`src/rtl/pipeline_ctrl_if.sv`:
```
// Hazard-controller bundle between the pipeline datapath and pipeline_ctrl.
//   Hazard inputs : idRs, idRt, exRt, exMemRead, idDivStart, branchTaken
//   Control out   : pcWrite, ifidWrite, idexBubble, ifidFlush, idexFlush, busy
//   Debug out     : stallCount, flushCount (CNT_W bits, saturating)
// The master modport is the datapath side; the slave modport is the controller.
interface pipeline_ctrl_if #(
  parameter int unsigned CNT_W = 16
);
  logic [4:0]       idRs;
  logic [4:0]       idRt;
  logic [4:0]       exRt;
  logic             exMemRead;
  logic             idDivStart;
  logic             branchTaken;
  logic             pcWrite;
  logic             ifidWrite;
  logic             idexBubble;
  logic             ifidFlush;
  logic             idexFlush;
  logic             busy;
  logic [CNT_W-1:0] stallCount;
  logic [CNT_W-1:0] flushCount;

  modport master (
    output idRs, idRt, exRt, exMemRead, idDivStart, branchTaken,
    input  pcWrite, ifidWrite, idexBubble, ifidFlush, idexFlush, busy,
    input  stallCount, flushCount
  );

  modport slave (
    input  idRs, idRt, exRt, exMemRead, idDivStart, branchTaken,
    output pcWrite, ifidWrite, idexBubble, ifidFlush, idexFlush, busy,
    output stallCount, flushCount
  );
endinterface

```
`src/rtl/pipeline_ctrl.sv`:
```
// Hazard and sequencing controller for the IF/ID and ID/EX pipeline buffers.
// Detects load-use hazards, taken-branch flushes and multi-cycle divide stalls,
// and keeps saturating stall/flush event counters for debug.
// Ports:
//   clk   - pipeline clock, state updates on posedge
//   rst_n - synchronous active-low reset
//   bus   - pipeline_ctrl_if.slave: hazard inputs, control outputs, counters
// Control outputs are combinational from state and current inputs so they
// settle well before the buffers capture on the falling edge.
module pipeline_ctrl #(
  parameter int unsigned DIV_CYCLES = 8,  // total stall cycles per divide, 2..255
  parameter int unsigned CNT_W      = 16
) (
  input logic            clk,
  input logic            rst_n,
  pipeline_ctrl_if.slave bus
);

  localparam logic [1:0] StRun     = 2'd0;
  localparam logic [1:0] StMulti   = 2'd1;
  localparam logic [1:0] StRelease = 2'd2;

  logic [1:0]       state_q, state_d;
  logic [7:0]       cnt_q, cnt_d;
  logic [CNT_W-1:0] stall_q, stall_d;
  logic [CNT_W-1:0] flush_q, flush_d;

  logic load_use;
  logic stall;
  logic flush;
  logic busy;

  // Register 0 is hard-wired, so a load targeting it never creates a hazard.
  assign load_use = bus.exMemRead && (bus.exRt != 5'd0) &&
                    ((bus.exRt == bus.idRs) || (bus.exRt == bus.idRt));

  always_comb begin
    state_d = state_q;
    cnt_d   = cnt_q;
    stall   = 1'b0;
    flush   = 1'b0;
    busy    = 1'b0;
    if (!rst_n) begin
      state_d = StRun;
      cnt_d   = 8'd0;
    end else if (bus.branchTaken) begin
      // Anything held in ID is wrong-path, including a pending divide.
      flush   = 1'b1;
      state_d = StRun;
      cnt_d   = 8'd0;
    end else begin
      case (state_q)
        StRun: begin
          if (load_use) begin
            // One bubble suffices: the load leaves EX next cycle.
            stall = 1'b1;
          end else if (bus.idDivStart) begin
            stall   = 1'b1;
            busy    = 1'b1;
            cnt_d   = 8'(DIV_CYCLES - 2);
            state_d = StMulti;
          end
        end
        StMulti: begin
          stall = 1'b1;
          busy  = 1'b1;
          if (cnt_q == 8'd0) begin
            state_d = StRelease;
          end else begin
            cnt_d = cnt_q - 8'd1;
          end
        end
        StRelease: begin
          // The divide still sits in ID with idDivStart high; let it go.
          state_d = StRun;
        end
        default: begin
          state_d = StRun;
          cnt_d   = 8'd0;
        end
      endcase
    end
  end

  always_comb begin
    stall_d = stall_q;
    flush_d = flush_q;
    if (stall && (stall_q != {CNT_W{1'b1}})) begin
      stall_d = stall_q + CNT_W'(1);
    end
    if (flush && (flush_q != {CNT_W{1'b1}})) begin
      flush_d = flush_q + CNT_W'(1);
    end
  end

  always_ff @(posedge clk) begin
    if (!rst_n) begin
      state_q <= StRun;
      cnt_q   <= 8'd0;
      stall_q <= '0;
      flush_q <= '0;
    end else begin
      state_q <= state_d;
      cnt_q   <= cnt_d;
      stall_q <= stall_d;
      flush_q <= flush_d;
    end
  end

  assign bus.pcWrite    = !stall;
  assign bus.ifidWrite  = !stall;
  assign bus.idexBubble = stall;
  assign bus.ifidFlush  = flush;
  assign bus.idexFlush  = flush;
  assign bus.busy       = busy;
  assign bus.stallCount = stall_q;
  assign bus.flushCount = flush_q;

endmodule
```
`src/flat_wrapper.sv`:
```
// flat-port wrapper written by rule: the top's interface ports become plain ports
module pipeline_ctrl_flat 
#(
  parameter int unsigned DIV_CYCLES = 8,                                          
  parameter int unsigned CNT_W      = 16
)
  (clk, rst_n, bus_idRs, bus_idRt, bus_exRt, bus_exMemRead, bus_idDivStart, bus_branchTaken, bus_pcWrite, bus_ifidWrite, bus_idexBubble, bus_ifidFlush, bus_idexFlush, bus_busy, bus_stallCount, bus_flushCount);
  pipeline_ctrl_if #(.CNT_W(CNT_W)) bus_i ();
  input logic clk;
  input logic rst_n;
  input wire logic [$bits(bus_i.idRs)-1:0] bus_idRs;
  input wire logic [$bits(bus_i.idRt)-1:0] bus_idRt;
  input wire logic [$bits(bus_i.exRt)-1:0] bus_exRt;
  input wire logic [$bits(bus_i.exMemRead)-1:0] bus_exMemRead;
  input wire logic [$bits(bus_i.idDivStart)-1:0] bus_idDivStart;
  input wire logic [$bits(bus_i.branchTaken)-1:0] bus_branchTaken;
  output wire logic [$bits(bus_i.pcWrite)-1:0] bus_pcWrite;
  output wire logic [$bits(bus_i.ifidWrite)-1:0] bus_ifidWrite;
  output wire logic [$bits(bus_i.idexBubble)-1:0] bus_idexBubble;
  output wire logic [$bits(bus_i.ifidFlush)-1:0] bus_ifidFlush;
  output wire logic [$bits(bus_i.idexFlush)-1:0] bus_idexFlush;
  output wire logic [$bits(bus_i.busy)-1:0] bus_busy;
  output wire logic [$bits(bus_i.stallCount)-1:0] bus_stallCount;
  output wire logic [$bits(bus_i.flushCount)-1:0] bus_flushCount;
  assign bus_i.idRs = bus_idRs;
  assign bus_i.idRt = bus_idRt;
  assign bus_i.exRt = bus_exRt;
  assign bus_i.exMemRead = bus_exMemRead;
  assign bus_i.idDivStart = bus_idDivStart;
  assign bus_i.branchTaken = bus_branchTaken;
  assign bus_pcWrite = bus_i.pcWrite;
  assign bus_ifidWrite = bus_i.ifidWrite;
  assign bus_idexBubble = bus_i.idexBubble;
  assign bus_ifidFlush = bus_i.ifidFlush;
  assign bus_idexFlush = bus_i.idexFlush;
  assign bus_busy = bus_i.busy;
  assign bus_stallCount = bus_i.stallCount;
  assign bus_flushCount = bus_i.flushCount;
  pipeline_ctrl #(.DIV_CYCLES(DIV_CYCLES), .CNT_W(CNT_W)) u_core (.clk(clk), .rst_n(rst_n), .bus(bus_i));
endmodule
```
`config.mk`:
```
export PLATFORM = sky130hd
export DESIGN_NAME = pipeline_ctrl_flat
export DESIGN_NICKNAME = d
export VERILOG_FILES = /design/src/rtl/pipeline_ctrl_if.sv /design/src/rtl/pipeline_ctrl.sv /design/src/flat_wrapper.sv
export SDC_FILE = /design/constraint.sdc
export NUM_CORES = 1
export LEC_CHECK = 0
export ABC_AREA = 1
export CAP_MARGIN = 20
export CORE_UTILIZATION = 45
export CTS_CLUSTER_DIAMETER = 150
export DETAILED_ROUTE_END_ITERATION = 16
export PLACE_DENSITY = 0.74
export SLEW_MARGIN = 20
export SYNTH_ARGS = -nofsm -noshare
export SYNTH_HDL_FRONTEND = slang
export SYNTH_SLANG_ARGS = --single-unit
export TNS_END_PERCENT = 10
```
`constraint.sdc`:
```
create_clock -name clk -period 3 [get_ports clk]
set_input_delay 0.3 -clock clk [delete_from_list [all_inputs] [get_ports clk]]
set_output_delay 0.3 -clock clk [all_outputs]
set_load 0.1 [all_outputs]
```
======== Yosys cells after proc, flatten, opt, wreduce, memory -nomap -nowiden ========
Index checks and enable logic that the tools add are counted.
cells by class
  bitwise logic cells ..................... 2
  reduce and logical (&&, ||, !) cells .... 12
  muxes and demuxes ....................... 19
  eq/ne operators ......................... 10
  add/sub/neg operators ................... 3
operators with widths
  cell                                                                    number
  16-bit by 1-bit adder with 16-bit output (second input constant)        2
  16-bit != test (second input constant)                                  2
  8-bit 2-to-1 mux                                                        3
  8-bit case mux with 3 select lines                                      1
  5-bit equality test                                                     2
  1-bit 2-to-1 mux                                                        9
  8-bit zero test                                                         1
  8-bit by 1-bit subtractor with 8-bit output (second input constant)     1
  2-bit 2-to-1 mux                                                        3
  2-bit != test (second input constant)                                   3
  5-bit nonzero test                                                      1
  1-bit logical AND                                                       4
  1-bit case mux with 2 select lines                                      2
  2-bit case mux with 2 select lines                                      1
  4-bit AND reduction                                                     1
  3-bit AND reduction                                                     1
  2-bit by 1-bit equality test with 1-bit output (second input constant)  1
  2-bit equality test (second input constant)                             1
  2-bit zero test                                                         1
  2-bit by 1-bit != test with 1-bit output (second input constant)        1
  1-bit inverter                                                          2
  2-bit OR reduction                                                      1
  1-bit zero test                                                         1
  1-bit logical OR                                                        1
storage, ports and cells
  output and inout bits ................... 38
  input bits .............................. 20
  logic and storage cells ................. 50
  flip-flop bits (word level) ............. 42

======== Longest topological paths before layout ========
  depth after elaboration ................. 8
  gate-level depth with buffers ........... 12
  depth with buffers taken out ............ 12

======== Worst setup path after synthesis ========
Ideal clock, no wire load.
  path kind ............................... input to output
  start ................................... in bus_exRt[2]
  end ..................................... out bus_idexBubble
  stages .................................. 11
  buffers on the path ..................... 1
  data required time ...................... 2700 ps
  data arrival time ....................... 2442 ps
  slack ................................... 258 ps
  path through ............................ inv_2 -> nand2_1 -> nand2_1 -> nor2_1 -> nand3_1 -> nand2_2 -> nand2_2 -> nand2_4 -> buf_4 -> nand2_1 -> inv_1
between the ends
  word-level cells in the longest chain between the ends .. 7
  elaborated cells between the ends (all ways) .. 10
  classes of those cells .................. 2 x eq/ne; 4 x mux; 4 x reduce/logical
ends and longest elaborated chain
  what                                                              line                                      source
  start: declaration                                                flat_wrapper.sv:13                        input wire logic [$bits(bus_i.exRt)-1:0] bus_exRt;
  5-bit equality test / 5-bit nonzero test (equally long branches)  pipeline_ctrl.sv:35, pipeline_ctrl.sv:34
  1-bit logical OR / 1-bit logical AND (equally long branches)      pipeline_ctrl.sv:35, pipeline_ctrl.sv:34
  1-bit logical AND (*)                                             pipeline_ctrl.sv:34                       assign load_use = bus.exMemRead && (bus.exRt != 5'd0) &&
  1-bit 2-to-1 mux (*)                                              pipeline_ctrl.sv:54                       if (load_use) begin
  1-bit case mux with 2 select lines (*)                            pipeline_ctrl.sv:52                       case (state_q)
  1-bit 2-to-1 mux (*)                                              pipeline_ctrl.sv:46                       end else if (bus.branchTaken) begin
  1-bit 2-to-1 mux (*)                                              pipeline_ctrl.sv:43                       if (!rst_n) begin
  end: declaration                                                  flat_wrapper.sv:19                        output wire logic [$bits(bus_i.idexBubble)-1:0] bus_idexBubble;
Every way passes the cells marked *; elsewhere a longest branch is shown, timed or not.

======== Worst setup path in the final report ========
  start ................................... in bus_exRt[0]
  end ..................................... out bus_idexBubble
Same word-level chain as after synthesis.

==> reports/metrics.cfg <==
[layout]
drive_gt1_share_pct=16.8
post-route-util_pct=59.6
synthToLayoutAreaGrowth_pct=24.5
fin_nets=487
antennaDiodeCount=0
ff_latch_area_um2=841
final_area_um2=3360
multiInputGateArea_um2=1600
fillers=538

[sta]
rsz0062_at_grt=false
timing.final.ws_setup_ns=0.684
hold_viol=0
setup_violations=0
period_needed_ns=2.32
slew_violations=0
slew_headroom_pct=67.4
finalSetupTns_ns=0
worst_slew_pin_slew_ns=0.486
final.period_utilization_pct=77.2
clock_skew_ns=0.0112
fmax_mhz=432

[clock_tree]
post_cts_buffers=0
cts_hold_buf=0
ctsResizeCount=0
htreeDepth=2
clockBufferDepth=2
clock-sinks=42
clkTransAtPathRegs_ns=0.08
clock_latency_ns=0.30
numCtsBuffers=5
cts_tree=built
root_buffer=clkbuf_8

[power_and_ir_drop]
leakage_nw=1.39
total_power_mw=1.21
p_per_area_nw_per_um2=359
worst_ir_drop_vdd_v=0.000253

[drt]
wirelength_um=6260
wl_per_cell_um=11.7
viasPerCell=5.15
route.detailed.drc=0
first_pass_iters=5
ant_nets=0
vias=2763
drt-initial-drc-count=165

[floorplanning]
dieHeight_um=79.5
core_area_um2=5640
die_area_um2=6320
io_pins=58
start_util_pct=47.9
num_rows=27
die_w_um=79.5

[placement]
pre_cts_ws_ns=0.679
placed_area_um2=3270
place_congestion=0.859
dpl.hpwl_um=4690
port_buffers=57

[run_status]
status=completed

[yosys]
yosysUniqueCellTypes=37
synth_edf_count=0
synth-compound-area-share_pct=10.3
synth_top_family_by_area=simple AND/OR/NAND/NOR gates
ys_warn_count=0
synthFlopType=dfxtp_1
syn_nets=432
synth_fa_ha_area_share_pct=1.85
syn_avg_cell_area_um2=6.62
synth_seq_cells=42
syn_area_um2=2700
ys_seq_area_share_pct=31.1
yosys.area_share.xor_xnor_pct=7.13
async_flop_share_pct=0
postSynthCellCount=408
synthMuxAreaShare_pct=0
synthSimpleGateAreaFrac_pct=39.9

[run]
cap_violations=0

[critical_path]
crit_arrival_ns=2.02
path_buf_inv=4
crit_required_ns=2.70
worstSetupPathType=input port to output pin
crit_slowest_cell=clkdlybuf4s50_1
worstPathMaxFanout=16
critPathCaptureType=output pin
critPathTopFamily=buffers and inverters
cp-start-kind=input port
crit_chain=clkdlybuf4s50_1 -> inv_2 -> nand2_1 -> nand2_1 -> nor2_1 -> nand3_1 -> nand2_2 -> nand2_2 -> nand2_4 -> nand2_1 -> inv_1 -> buf_12
crit_top_cell=nand2_1
cpPeakStageDelay_ns=0.54

[global_routing]
first_global_vias=2529
antenna_found_initial=0
grt_pass1_wl_um=10900
grt_max_degree=22
grt_util_all_layers_pct=21.1
grt-ovfl-total=0

[hold_path]
hp-class=flop to flop

-- per-layer routing --
layer | global-route usage, % | part of all wire (%) | vias up
met2 | 35.4 | 46 | 76
met3 | 3.66 | 5.2 | 6
met5 | 0 | 0 | -
met1 | 27.2 | 48 | 1247
li1 | - | - | 1434
met4 | 6.91 | 0.99 | 0
-- worst reg2reg max path, cell delays in order (launching register included) --
cell and delay, ns:
dfxtp_1 0.39, ha_1 0.25, nand3_2 0.15, nor2_4 0.17, nand3_2 0.30, nand3_4 0.33, nand2_1 0.08, a21oi_1 0.13
-- power by group --
group	internal (mW)	switching (mW)	total (mW)
Combinational	0.0841	0.162	0.247
Sequential	0.566	0.00887	0.575
Clock	0.167	0.220	0.387
-- path summary, 6_finish.rpt --
kind / endpoint / from / slack [ns] / depth (start not counted)
worst max register to register: u_core.bus.stallCount[10] / u_core.bus.stallCount[1] / 1.13 / 7
worst min register to register: u_core.cnt_q[0] / u_core.cnt_q[0] / 0.46 / 2
worst max-delay path: bus_idexBubble / bus_exRt[0] / 0.68 / 12
worst min-delay path: u_core.cnt_q[0] / u_core.cnt_q[0] / 0.46 / 2
-- area by class of cell --
type / instances / share of cell area (%)
clock inverter: 3 / 0.707
inverter: 51 / 5.69
clock buffer: 5 / 2.05
multi-input combinational: 303 / 47.6
tap: 72 / 2.68
sequential: 42 / 25.0
timing repair buffer: 60 / 16.3
-- Yosys cell counts, drive strengths merged (3+ instances only) --
master  number  area share [%]
xnor2        8             2.6
o21ai       10             1.9
a21oi       35             6.6
nand2      108              16
inv         50             6.9
nor3        11             2.6
clkbuf       4            0.56
dfxtp       42              31
nand3       18             4.5
ha           4             1.9
xor2        14             4.5
buf          8             2.0
nor2        57             8.8
nand4       28             6.5
nor4         3             1.5
-- registers in the layout (all words and copies together) (netlist names) --
name / cells
u_core.bus.flushCount: 16
u_core.state_q: 2
u_core.cnt_q: 8
u_core.bus.stallCount: 16
-- cells by family after synthesis --
family / count (synthesis)
AO/OA/AOI/OAI: 50
XOR/XNOR: 22
adder cells (fa/ha/maj): 4
buffers and inverters: 63
flip-flops: 42
AND/OR/NAND/NOR: 227
-- stage by stage --
stage,hold slack [ns],instances
3_3_place_gp,0.451,528
3_5_place_dp,0.455,528
5_1_grt,0.497,536
4_1_cts,0.465,536
2_1_floorplan,0.436,408
6_report,0.462,536
-- layout by cell type, fill, tap and decap left out, types with 5 or more instances in the layout --
master	count
nand3_1	13
clkbuf_8	5
nor3_1	9
dfxtp_1	42
o21ai_0	6
clkdlybuf4s50_1	19
buf_4	37
inv_1	41
nand2_1	104
nand4_1	28
xor2_1	14
nor2_1	52
xnor2_1	8
a21oi_1	34
inv_2	9
Note: power is estimated with default switching activity, not from simulation.
